### src/rtl/ce_period_monitor.sv
`default_nettype none
// ============================================================================
// Module   : ce_period_monitor
// Purpose  : Measures ce_in pulse spacing, locks onto the nominal period and
//            flags short/long intervals and loss of the pulse stream.
// Revision : 1.0 - initial release
// ============================================================================
module ce_period_monitor #(
  parameter logic [7:0] EXPECTED_PERIOD = 8'd32,
  parameter logic [7:0] TOLERANCE       = 8'd1,
  parameter logic [3:0] LOCK_COUNT      = 4'd4
) (
  input  logic        clk,
  input  logic        rst,
  input  logic        ce_in,
  output logic        locked,
  output logic [7:0]  period_out,
  output logic        period_valid,
  output logic        err_short,
  output logic        err_long,
  output logic [15:0] err_count
);

  localparam logic [8:0] PERIOD_MIN     = {1'b0, EXPECTED_PERIOD} - {1'b0, TOLERANCE};
  localparam logic [8:0] PERIOD_MAX     = {1'b0, EXPECTED_PERIOD} + {1'b0, TOLERANCE};
  localparam logic [8:0] TIMEOUT_PERIOD = PERIOD_MAX + 9'd1;

  generate
    if ((PERIOD_MAX > 9'd254) || (EXPECTED_PERIOD <= TOLERANCE) || (LOCK_COUNT == 4'd0)) begin : g_cfg_error
      $error("ce_period_monitor: illegal EXPECTED_PERIOD/TOLERANCE/LOCK_COUNT combination");
    end
  endgenerate

  typedef enum logic [1:0] {
    S_IDLE    = 2'd0,
    S_ACQUIRE = 2'd1,
    S_LOCKED  = 2'd2
  } state_t;

  state_t      state_q, state_d;
  logic [7:0]  counter_q, counter_d;
  logic [3:0]  good_cnt_q, good_cnt_d;
  logic        locked_q, locked_d;
  logic [7:0]  period_out_q, period_out_d;
  logic        period_valid_q, period_valid_d;
  logic        err_short_q, err_short_d;
  logic        err_long_q, err_long_d;
  logic [15:0] err_count_q, err_count_d;

  logic [8:0]  measured_period;
  logic        is_short;
  logic        is_long;
  logic        timeout;
  logic [15:0] err_count_inc;

  // Counter never exceeds the timeout threshold outside IDLE, so 9 bits
  // here only matter for the IDLE case where the value is ignored.
  assign measured_period = {1'b0, counter_q} + 9'd1;
  assign is_short        = measured_period < PERIOD_MIN;
  assign is_long         = measured_period > PERIOD_MAX;
  assign timeout         = !ce_in && (measured_period == TIMEOUT_PERIOD);
  assign err_count_inc   = (err_count_q == 16'hFFFF) ? err_count_q : err_count_q + 16'd1;

  always_comb begin
    state_d        = state_q;
    counter_d      = ce_in ? 8'd0 : ((counter_q == 8'hFF) ? counter_q : counter_q + 8'd1);
    good_cnt_d     = good_cnt_q;
    period_out_d   = period_out_q;
    period_valid_d = 1'b0;
    err_short_d    = 1'b0;
    err_long_d     = 1'b0;
    err_count_d    = err_count_q;

    case (state_q)
      S_IDLE: begin
        if (ce_in) begin
          state_d    = S_ACQUIRE;
          good_cnt_d = 4'd0;
        end
      end

      S_ACQUIRE: begin
        if (ce_in) begin
          period_valid_d = 1'b1;
          period_out_d   = measured_period[7:0];
          if (is_short || is_long) begin
            err_short_d = is_short;
            err_long_d  = is_long;
            good_cnt_d  = 4'd0;
          end else begin
            good_cnt_d = good_cnt_q + 4'd1;
            if (good_cnt_q + 4'd1 == LOCK_COUNT) begin
              state_d = S_LOCKED;
            end
          end
        end else if (timeout) begin
          err_long_d = 1'b1;
          state_d    = S_IDLE;
        end
      end

      S_LOCKED: begin
        if (ce_in) begin
          period_valid_d = 1'b1;
          period_out_d   = measured_period[7:0];
          if (is_short || is_long) begin
            err_short_d = is_short;
            err_long_d  = is_long;
            err_count_d = err_count_inc;
            good_cnt_d  = 4'd0;
            state_d     = S_ACQUIRE;
          end
        end else if (timeout) begin
          err_long_d  = 1'b1;
          err_count_d = err_count_inc;
          state_d     = S_IDLE;
        end
      end

      default: begin
        state_d = S_IDLE;
      end
    endcase

    locked_d = (state_d == S_LOCKED);
  end

  always_ff @(posedge clk) begin
    if (rst) begin
      state_q        <= S_IDLE;
      counter_q      <= 8'd0;
      good_cnt_q     <= 4'd0;
      locked_q       <= 1'b0;
      period_out_q   <= 8'd0;
      period_valid_q <= 1'b0;
      err_short_q    <= 1'b0;
      err_long_q     <= 1'b0;
      err_count_q    <= 16'd0;
    end else begin
      state_q        <= state_d;
      counter_q      <= counter_d;
      good_cnt_q     <= good_cnt_d;
      locked_q       <= locked_d;
      period_out_q   <= period_out_d;
      period_valid_q <= period_valid_d;
      err_short_q    <= err_short_d;
      err_long_q     <= err_long_d;
      err_count_q    <= err_count_d;
    end
  end

  assign locked       = locked_q;
  assign period_out   = period_out_q;
  assign period_valid = period_valid_q;
  assign err_short    = err_short_q;
  assign err_long     = err_long_q;
  assign err_count    = err_count_q;

endmodule
`default_nettype wire

### config.mk
export PLATFORM = sky130hd
export DESIGN_NAME = ce_period_monitor
export DESIGN_NICKNAME = d
export VERILOG_FILES = /design/src/rtl/ce_period_monitor.sv
export SDC_FILE = /design/constraint.sdc
export NUM_CORES = 1
export LEC_CHECK = 0
export CAP_MARGIN = 20
export CORE_ASPECT_RATIO = 0.7
export CORE_UTILIZATION = 40
export DETAILED_ROUTE_END_ITERATION = 10
export HOLD_SLACK_MARGIN = 0.15
export PLACE_DENSITY = 0.63
export SETUP_SLACK_MARGIN = 0.05
export SKIP_CTS_REPAIR_TIMING = 1
export SLEW_MARGIN = 10
export SYNTH_ARGS = -nofsm -noshare
export SYNTH_HDL_FRONTEND = slang
export SYNTH_SLANG_ARGS = --single-unit
### constraint.sdc
create_clock -name clk -period 3.6 [get_ports clk]
set_clock_uncertainty 0.15 [all_clocks]
set_input_delay 0.72 -clock clk [delete_from_list [all_inputs] [get_ports clk]]
set_output_delay 0.72 -clock clk [all_outputs]
set_load 0.02 [all_outputs]
# Word-level counts from Yosys, hierarchy flattened
# Cells that the tools add are included.
# W data, S select, Z words.
# op_classes
n_reduce_logical	13
n_eq_ne	12
addsub	4
magnitude_cmp	2
bitwise	3
mux	22
# op_table
cell	n
$mux W16	4
$mux W4	5
$add A16 B1 Y16 const B	1
$eq A16 B16 Y1 const B	1
$mux W2	7
$pmux W4 S3	1
$add A8 B1 Y9 const B	1
$eq A9 B6 Y1 const B	1
$gt A9 B6 Y1 const B	1
$lt A9 B5 Y1 const B	1
$add A8 B1 Y8 const B	1
$eq A8 B8 Y1 const B	1
$ne A2 B2 Y1 const B	4
$pmux W2 S3	1
$reduce_or A2 Y1	3
$reduce_and A5 Y1	1
$add A4 B1 Y4 const B	1
$eq A2 B2 Y1 const B	2
$eq A4 B3 Y1 const B	1
$mux W1	4
$reduce_or A4 Y1	1
$not A1 Y1	3
$reduce_and A3 Y1	1
$reduce_bool A3 Y1	1
8 further kinds	8
# word_totals
elab_cells	65
ff_bits	42

# Longest topological paths before layout
# Gate-level depths: netlist of run 1.
# logic_depth
ltp_word	7
ltp_mapped	12
ltp_nobuf	9

# Least setup slack after synthesis of run 1
# No wires, ideal clock.
# synth_timing
path_type	reg-to-reg
startpoint	register counter_q[1]
endpoint	register err_count_q[15], in the netlist err_count[15]
stages_incl_launch_ff	11
arrival_ps	2507
setup_slack_ps	872
synth_period_minus_slack_ps	2728
cell_sequence	dfxtp_1 ha_1 and2_1 buf_2 a21o_1 a21o_1 nor4_4 o21ai_2 buf_6 or4_1 a21oi_1
# synth_between
elab_chain_len	5
elab_cells_between_ends	9
# synth_rtl
element	line_no	rtl
start, declared	41	logic [7:0] counter_q, counter_d;
start signal, assigned	141	counter_q <= counter_d;
$add A8 B1 Y9 (*)	58	assign measured_period = {1'b0, counter_q} + 9'd1;
$lt A9 B5 Y1 (tied with other cells)	59	assign is_short = measured_period < PERIOD_MIN;
$logic_or A1 B1 Y1 or $logic_and A1 B1 Y1 (tied branches)	106, 61	
$ne A2 B1 Y1 (no line) or $reduce_bool A2 Y1 (tied branches)	--	
$reduce_and A3 Y1 (no line) (*)	--	
end signal, assigned	148	err_count_q <= err_count_d;
end, declared	48	logic [15:0] err_count_q, err_count_d;
# Every way passes the cells marked *; elsewhere a longest branch is shown, timed or not.
# A chain may end at the register's enable or synchronous reset.

# Worst setup path after layout of run 1
# layout_timing
startpoint	register counter_q[0]
endpoint	register err_count_q[7], in the netlist err_count[7]
# Same word-level chain as after synthesis.

==> results of run 1 <==
## state kept, by name, indices dropped and copies added, names as in the netlist
name,cells
period_out,8
counter_q,8
good_cnt_q,4
err_count,16
locked,1
err_long,1
state_q,2
err_short,1
period_valid,1
## final cells by class
type | instances | area [um^2] | area share, %
timing repair buffer | 33 | 323 | 12.1
tap | 72 | 90.1 | 3.37
sequential | 42 | 841 | 31.5
clock buffer | 7 | 76.3 | 2.86
inverter | 10 | 37.5 | 1.41
multi-input combinational | 201 | 1270 | 47.7
clock inverter | 1 | 30.0 | 1.12
## worst min-delay path: stages, from the launching register on
cell and delay (ns):
dfxtp_1 0.31, nand2_1 0.05, a21oi_1 0.05
## stage by stage
step / instance area, um^2 / cells
after floorplan: 2240 / 268
after global placement: 2560 / 358
after detailed placement: 2560 / 358
after CTS: 2670 / 366
after global routing: 2670 / 366
final: 2670 / 366
## worst max-delay path by stage
| stage | end | start | slack (ns) | cells after the start |
|---|---|---|---|---|
| after CTS | err_count[7] | counter_q[0] | 0.55 | 8 |
| after detailed placement | err_count[1] | counter_q[0] | 0.57 | 8 |
| after global routing | err_count[9] | counter_q[0] | 0.20 | 8 |
| final | err_count[7] | counter_q[0] | 0.50 | 8 |
| after global placement | err_count[9] | ce_in | 0.58 | 7 |
| after floorplan | err_count[15] | counter_q[1] | 0.87 | 10 |
## cells by family (layout without fill, tap and decap cells)
kind of cell | after synthesis | count (layout) | share of synthesized area, %
muxes | 2 | 2 | 0.895
buffers and inverters | 25 | 51 | 5.54
xor gates and xnor gates | 11 | 11 | 4.31
and+or+nand+nor | 109 | 109 | 25.7
AOI/OAI and AO/OA | 68 | 68 | 19.9
adders and majority gates | 11 | 11 | 6.15
DFF | 42 | 42 | 37.6
## synthesized netlist by cell type (2+ instances only)
master,count
nor3_1,7
a211oi_1,8
and3_1,2
nor2_1,26
or2_2,2
o22ai_1,2
nor4_1,3
a21oi_1,24
xnor2_1,2
o31ai_1,6
xor2_1,9
or4_1,8
o211ai_1,5
clkbuf_1,7
buf_2,3
ha_1,11
inv_1,10
and2_0,2
nand3_1,14
or3_1,4
nor3b_1,2
o21ai_0,9
nand4_1,6
nand2_1,22
nor2b_1,5
mux2i_1,2
dfxtp_1,42
buf_6,3
a21o_1,3
## routing by layer
layer	wire length, um	global-route usage [%]	part of all wire (%)
met2	1960	24.1	40
met4	25	4.17	0.51
met1	2700	27.5	55
met5	0	0	0
met3	237	4.34	4.8
## cell usage in the layout, fill, tap and decap left out, types with 3 or more instances in the layout
| cell | Yosys | layout |
|---|---|---|
| a211oi_1 | 8 | 8 |
| a21o_1 | 3 | 3 |
| a21oi_1 | 24 | 24 |
| buf_4 | 1 | 3 |
| clkbuf_8 | 0 | 5 |
| clkdlybuf4s50_1 | 0 | 30 |
| dfxtp_1 | 42 | 42 |
| ha_1 | 11 | 11 |
| inv_1 | 10 | 10 |
| nand2_1 | 22 | 22 |
| nand3_1 | 14 | 14 |
| nand4_1 | 6 | 6 |
| nor2_1 | 26 | 26 |
| nor2b_1 | 5 | 5 |
| nor3_1 | 7 | 7 |
| nor4_1 | 3 | 3 |
| o211ai_1 | 5 | 5 |
| o21ai_0 | 9 | 9 |
| o31ai_1 | 6 | 6 |
| or3_1 | 4 | 4 |
| or4_1 | 8 | 8 |
| xor2_1 | 9 | 9 |
## power by group through the flow
stage	combinational (mW)	sequential, mW	clock (mW)
after global placement	0.0773	0.492	0
final	0.0776	0.481	0.363
after detailed placement	0.0772	0.492	0
after global routing	0.0853	0.483	0.408
after floorplan	0.0437	0.499	0
after CTS	0.0776	0.481	0.376
==> impl_metrics.ini, run 1 <==
[pwr]
power_frac_comb_pct = 8.4
power_switching_mw = 0.209
fin_total_pwr_mw = 0.922
internal_power_mw = 0.713
peakVddDrop_mv = 0.205
p_per_area_nw_per_um2 = 345
pwr-share-clk_pct = 39.4
seq_power_share_pct = 52.2
sw_frac_of_total_pct = 22.7
leakage_nw = 0.893

[worst_setup_path]
timing.rr.end = err_count[7]
worstPathMaxFanout = 22
end_kind = flip-flop
arrival_ns = 3.17
path_buf_inv = 0
required_ns = 3.67
crit_top_cell = o21ai_0
reg2reg_slack_ns = 0.50
cp_slowest_cell = o21ai_2
timing.rr.start = counter_q[0]
crit_type = reg2reg
path_delay_family = compound AO/OA/AOI/OAI gates
critPathMaxStageDelay_ns = 0.65
crit_chain = ha_1 > and2_1 > o21ai_0 > o221ai_1 > a31oi_2 > o21ai_2 > o21ai_0 > a21oi_1
r2r_cells = 8
startpoint_type = flip-flop

[cts]
clock_latency_ns = 0.28
clkSinkCount = 42
cts_made_buffers = 5
h-tree-depth = 2
cts_tree = yes
cts_root_buf = clkbuf_8
clockBufferDepth = 2
clk_pin_slew_worst_paths_ns = 0.08

[global_routing]
grt_max_degree = 23
grt_pass1_vias = 1639
grt_pass1_wl_mm = 8.22
grt_use_total_pct = 17.8
overflow = 0
antenna_found_initial = 0

[sta]
fin_setup_tns_ns = 0
drv_slew = 0
fin_ws_ns = 0.496
finalCritPeriodShare_pct = 86.2
fin_crit_ns = 3.10
slew_headroom_pct = 48.8
worstMarginPinSlew_ns = 0.768
setup-violations-final = 0
grt_setup_unrepaired = no
hold_violations = 0
whs_ns = 0.308
max_freq_mhz = 322

[floorplanning]
core_area_um2 = 5310
fp-row-count = 22
die_height_um = 64.6
initial_core_util_pct = 42.1
die_area_um2 = 5900
die-width_um = 91.4
pin_count = 31

[place]
hpwlAfterDp_mm = 3.58
gp_congestion = 0.842
place_ws_ns = 0.567
port_buffers = 30

[layout]
area_delta_synth_final_pct = 19.4
fillCellCount = 507
antenna_cells = 0
nets = 307
fin_util_pct = 50.3
drive_gt1_share_pct = 5.44

[logic_synthesis]
yosysTopAreaCell = dfxtp_1
synth_ff_type = dfxtp_1
yosysSeqAreaShare_pct = 37.6
async_reset_ff_share_pct = 0
ys_ff_latch = 42
netlist_area_um2 = 2240
syn_inst = 268
yosys_warnings = 0
synthTopCellsByArea = dfxtp_1 (38%), ha_1 (6.2%), a21oi_1 (5.4%), nor2_1 (4.4%), nand2_1 (3.7%)
synth_top_area_share_pct = 37.6
yosysUniqueCellTypes = 48
syn-num-nets = 282
synth_edf_count = 0
post_synth.cell_area_avg_um2 = 8.35

[route]
drc = 0
totalWireLength_mm = 4.93
drtIter0Drc = 97
via_per_inst = 5.37
drt-pass1-iter-count = 4
via_count = 1966
wl_per_cell_um = 13.5
ant_nets = 0

[worst_hold_path]
hp-start = period_out[7]
hold_end = period_out[7]
min-delay-path-class = reg2reg
whs_path_depth = 2

[run_status]
status = finished, final reports clean

[job]
maxCapViolations = 0
(Power assumes the default switching activity.)
==> inputs of run 2 (changes only) <==
--- a/config.mk
+++ b/config.mk
@@ -7,6 +7,7 @@
 export LEC_CHECK = 0
 export CAP_MARGIN = 20
 export CORE_ASPECT_RATIO = 0.7
+export CORE_MARGIN = 2
 export CORE_UTILIZATION = 40
 export DETAILED_ROUTE_END_ITERATION = 10
 export HOLD_SLACK_MARGIN = 0.15
==> run 2 against run 1 <==
  * First-iteration DRC count up 44%
  * Setup slack got worse by 0.036 ns
  * Count of clock-buffer cells in the layout is 1 lower
  * Final cell count unchanged
  * Flip-flop and latch count unchanged
  * Sequential share of layout area increased by 0.24 points
  * Total power shrank 7.0%
  * Via count rose by 1.2%
  * Global-route usage is 0.64 points lower
  * Largest power group unchanged
==> impl_metrics.ini, run 2 (synthesis results as in run 1) <==
[floorplanning]
core_area_um2 = 5310
die_height_um = 66.6
pin_count = 31
die-width_um = 93.4
initial_core_util_pct = 42.1
die_area_um2 = 6220
fp-row-count = 22

[job]
maxCapViolations = 0

[pwr]
sw_frac_of_total_pct = 25.1
internal_power_mw = 0.642
p_per_area_nw_per_um2 = 324
seq_power_share_pct = 56.2
leakage_nw = 0.886
peakVddDrop_mv = 0.131
pwr-share-clk_pct = 34.8
power_switching_mw = 0.215
power_frac_comb_pct = 9.0

[layout]
largest_reg_flops = 16
nets = 307
area_delta_synth_final_pct = 18.5
antenna_cells = 0
instances_no_fill = 366
finalInstanceArea_um2 = 2650
fillCellCount = 514
drive_gt1_share_pct = 5.78
mostFrequentLayoutCells = dfxtp_1 (42), clkdlybuf4s50_1 (30), nor2_1 (26)
final_common_cell = dfxtp_1

[worst_setup_path]
end_kind = flip-flop
worstPathMaxFanout = 22
startpoint_type = flip-flop
arrival_ns = 3.18
required_ns = 3.64
crit_type = reg2reg

[sta]
setup-violations-final = 0
worstMarginPinSlew_ns = 0.818
whs_ns = 0.317
hold_violations = 0
finalCritPeriodShare_pct = 87.2
slew_headroom_pct = 45.5
grt_setup_unrepaired = no
max_freq_mhz = 319
fin_crit_ns = 3.14
drv_slew = 0
fin_setup_tns_ns = 0

[route]
totalWireLength_mm = 5.00
drt-pass1-iter-count = 4
wl_per_cell_um = 13.6
ant_nets = 0
via_count = 1990
drtIter0Drc = 140
drc = 0
via_per_inst = 5.44

[global_routing]
grt_pass1_wl_mm = 8.43
overflow = 0
antenna_found_initial = 0
grt_max_degree = 23
grt_use_total_pct = 17.2
grt_pass1_vias = 1743

[place]
postPlaceCellArea_um2 = 2560
gp_congestion = 0.818
port_buffers = 30
hpwlAfterDp_mm = 3.72
dp_cells = 358

[cts]
cts_root_buf = clkbuf_8
cts_made_buffers = 5
clk_pin_slew_worst_paths_ns = 0.08
clkSinkCount = 42
clock_latency_ns = 0.29
clockBufferDepth = 2
h-tree-depth = 2
cts_tree = yes

[run_status]
status = finished, final reports clean

[worst_hold_path]
min-delay-path-class = reg2reg
run 2: layout make-up:
class / instances / area, um^2 / share of cell area (%)
Sequential cell: 42 / 841 / 31.7
Inverter: 10 / 37.5 / 1.42
Clock inverter: 2 / 13.8 / 0.519
Timing Repair Buffer: 33 / 323 / 12.2
Clock buffer: 6 / 72.6 / 2.74
Multi-Input combinational cell: 201 / 1270 / 48.0
Tap cell: 72 / 90.1 / 3.40
run 2: power groups by stage:
stage / clock, mW / sequential, mW / combinational [mW]
6_report: 0.299 / 0.482 / 0.0773
5_1_grt: 0.335 / 0.483 / 0.0857
4_1_cts: 0.309 / 0.482 / 0.0773
2_1_floorplan: 0 / 0.499 / 0.0437
3_5_place_dp: 0 / 0.493 / 0.0771
3_3_place_gp: 0 / 0.492 / 0.0769
run 2: through the flow:
| stage | setup slack, ns | total power [mW] | util [%] |
|---|---|---|---|
| after floorplan | 0.872 | 0.543 | - |
| after global placement | 0.598 | 0.569 | 48.3 |
| after detailed placement | 0.485 | 0.570 | 48.3 |
| after CTS | 0.481 | 0.868 | 49.9 |
| after global routing | 0.0769 | 0.904 | 49.9 |
| final | 0.460 | 0.858 | 49.9 |
run 2: critical path, cell delays in order, from the launching register on:
cell,delay (ns)
dfxtp_1,0.53
ha_1,0.26
and2_1,0.33
nand4_1,0.17
a21oi_1,0.37
a31oi_2,0.23
o21ai_2,0.68
mux2i_1,0.26
nor2_1,0.05
run 2: final timing paths:
path,startpoint,to,slack (ns),cells past startpoint
max,counter_q[0],err_count[1],0.46,8
max reg2reg,counter_q[0],err_count[1],0.46,8
min,period_out[7],period_out[7],0.32,2
min reg2reg,period_out[7],period_out[7],0.32,2
run 2: routing by layer:
| metal | wire length (um) | up-vias | track usage (%) |
|---|---|---|---|
| li1 | - | 1024 | - |
| met1 | 2680 | 926 | 25.4 |
| met2 | 2080 | 36 | 25.2 |
| met3 | 197 | 4 | 3.51 |
| met4 | 36 | 0 | 4.41 |
| met5 | 0 | - | 0 |
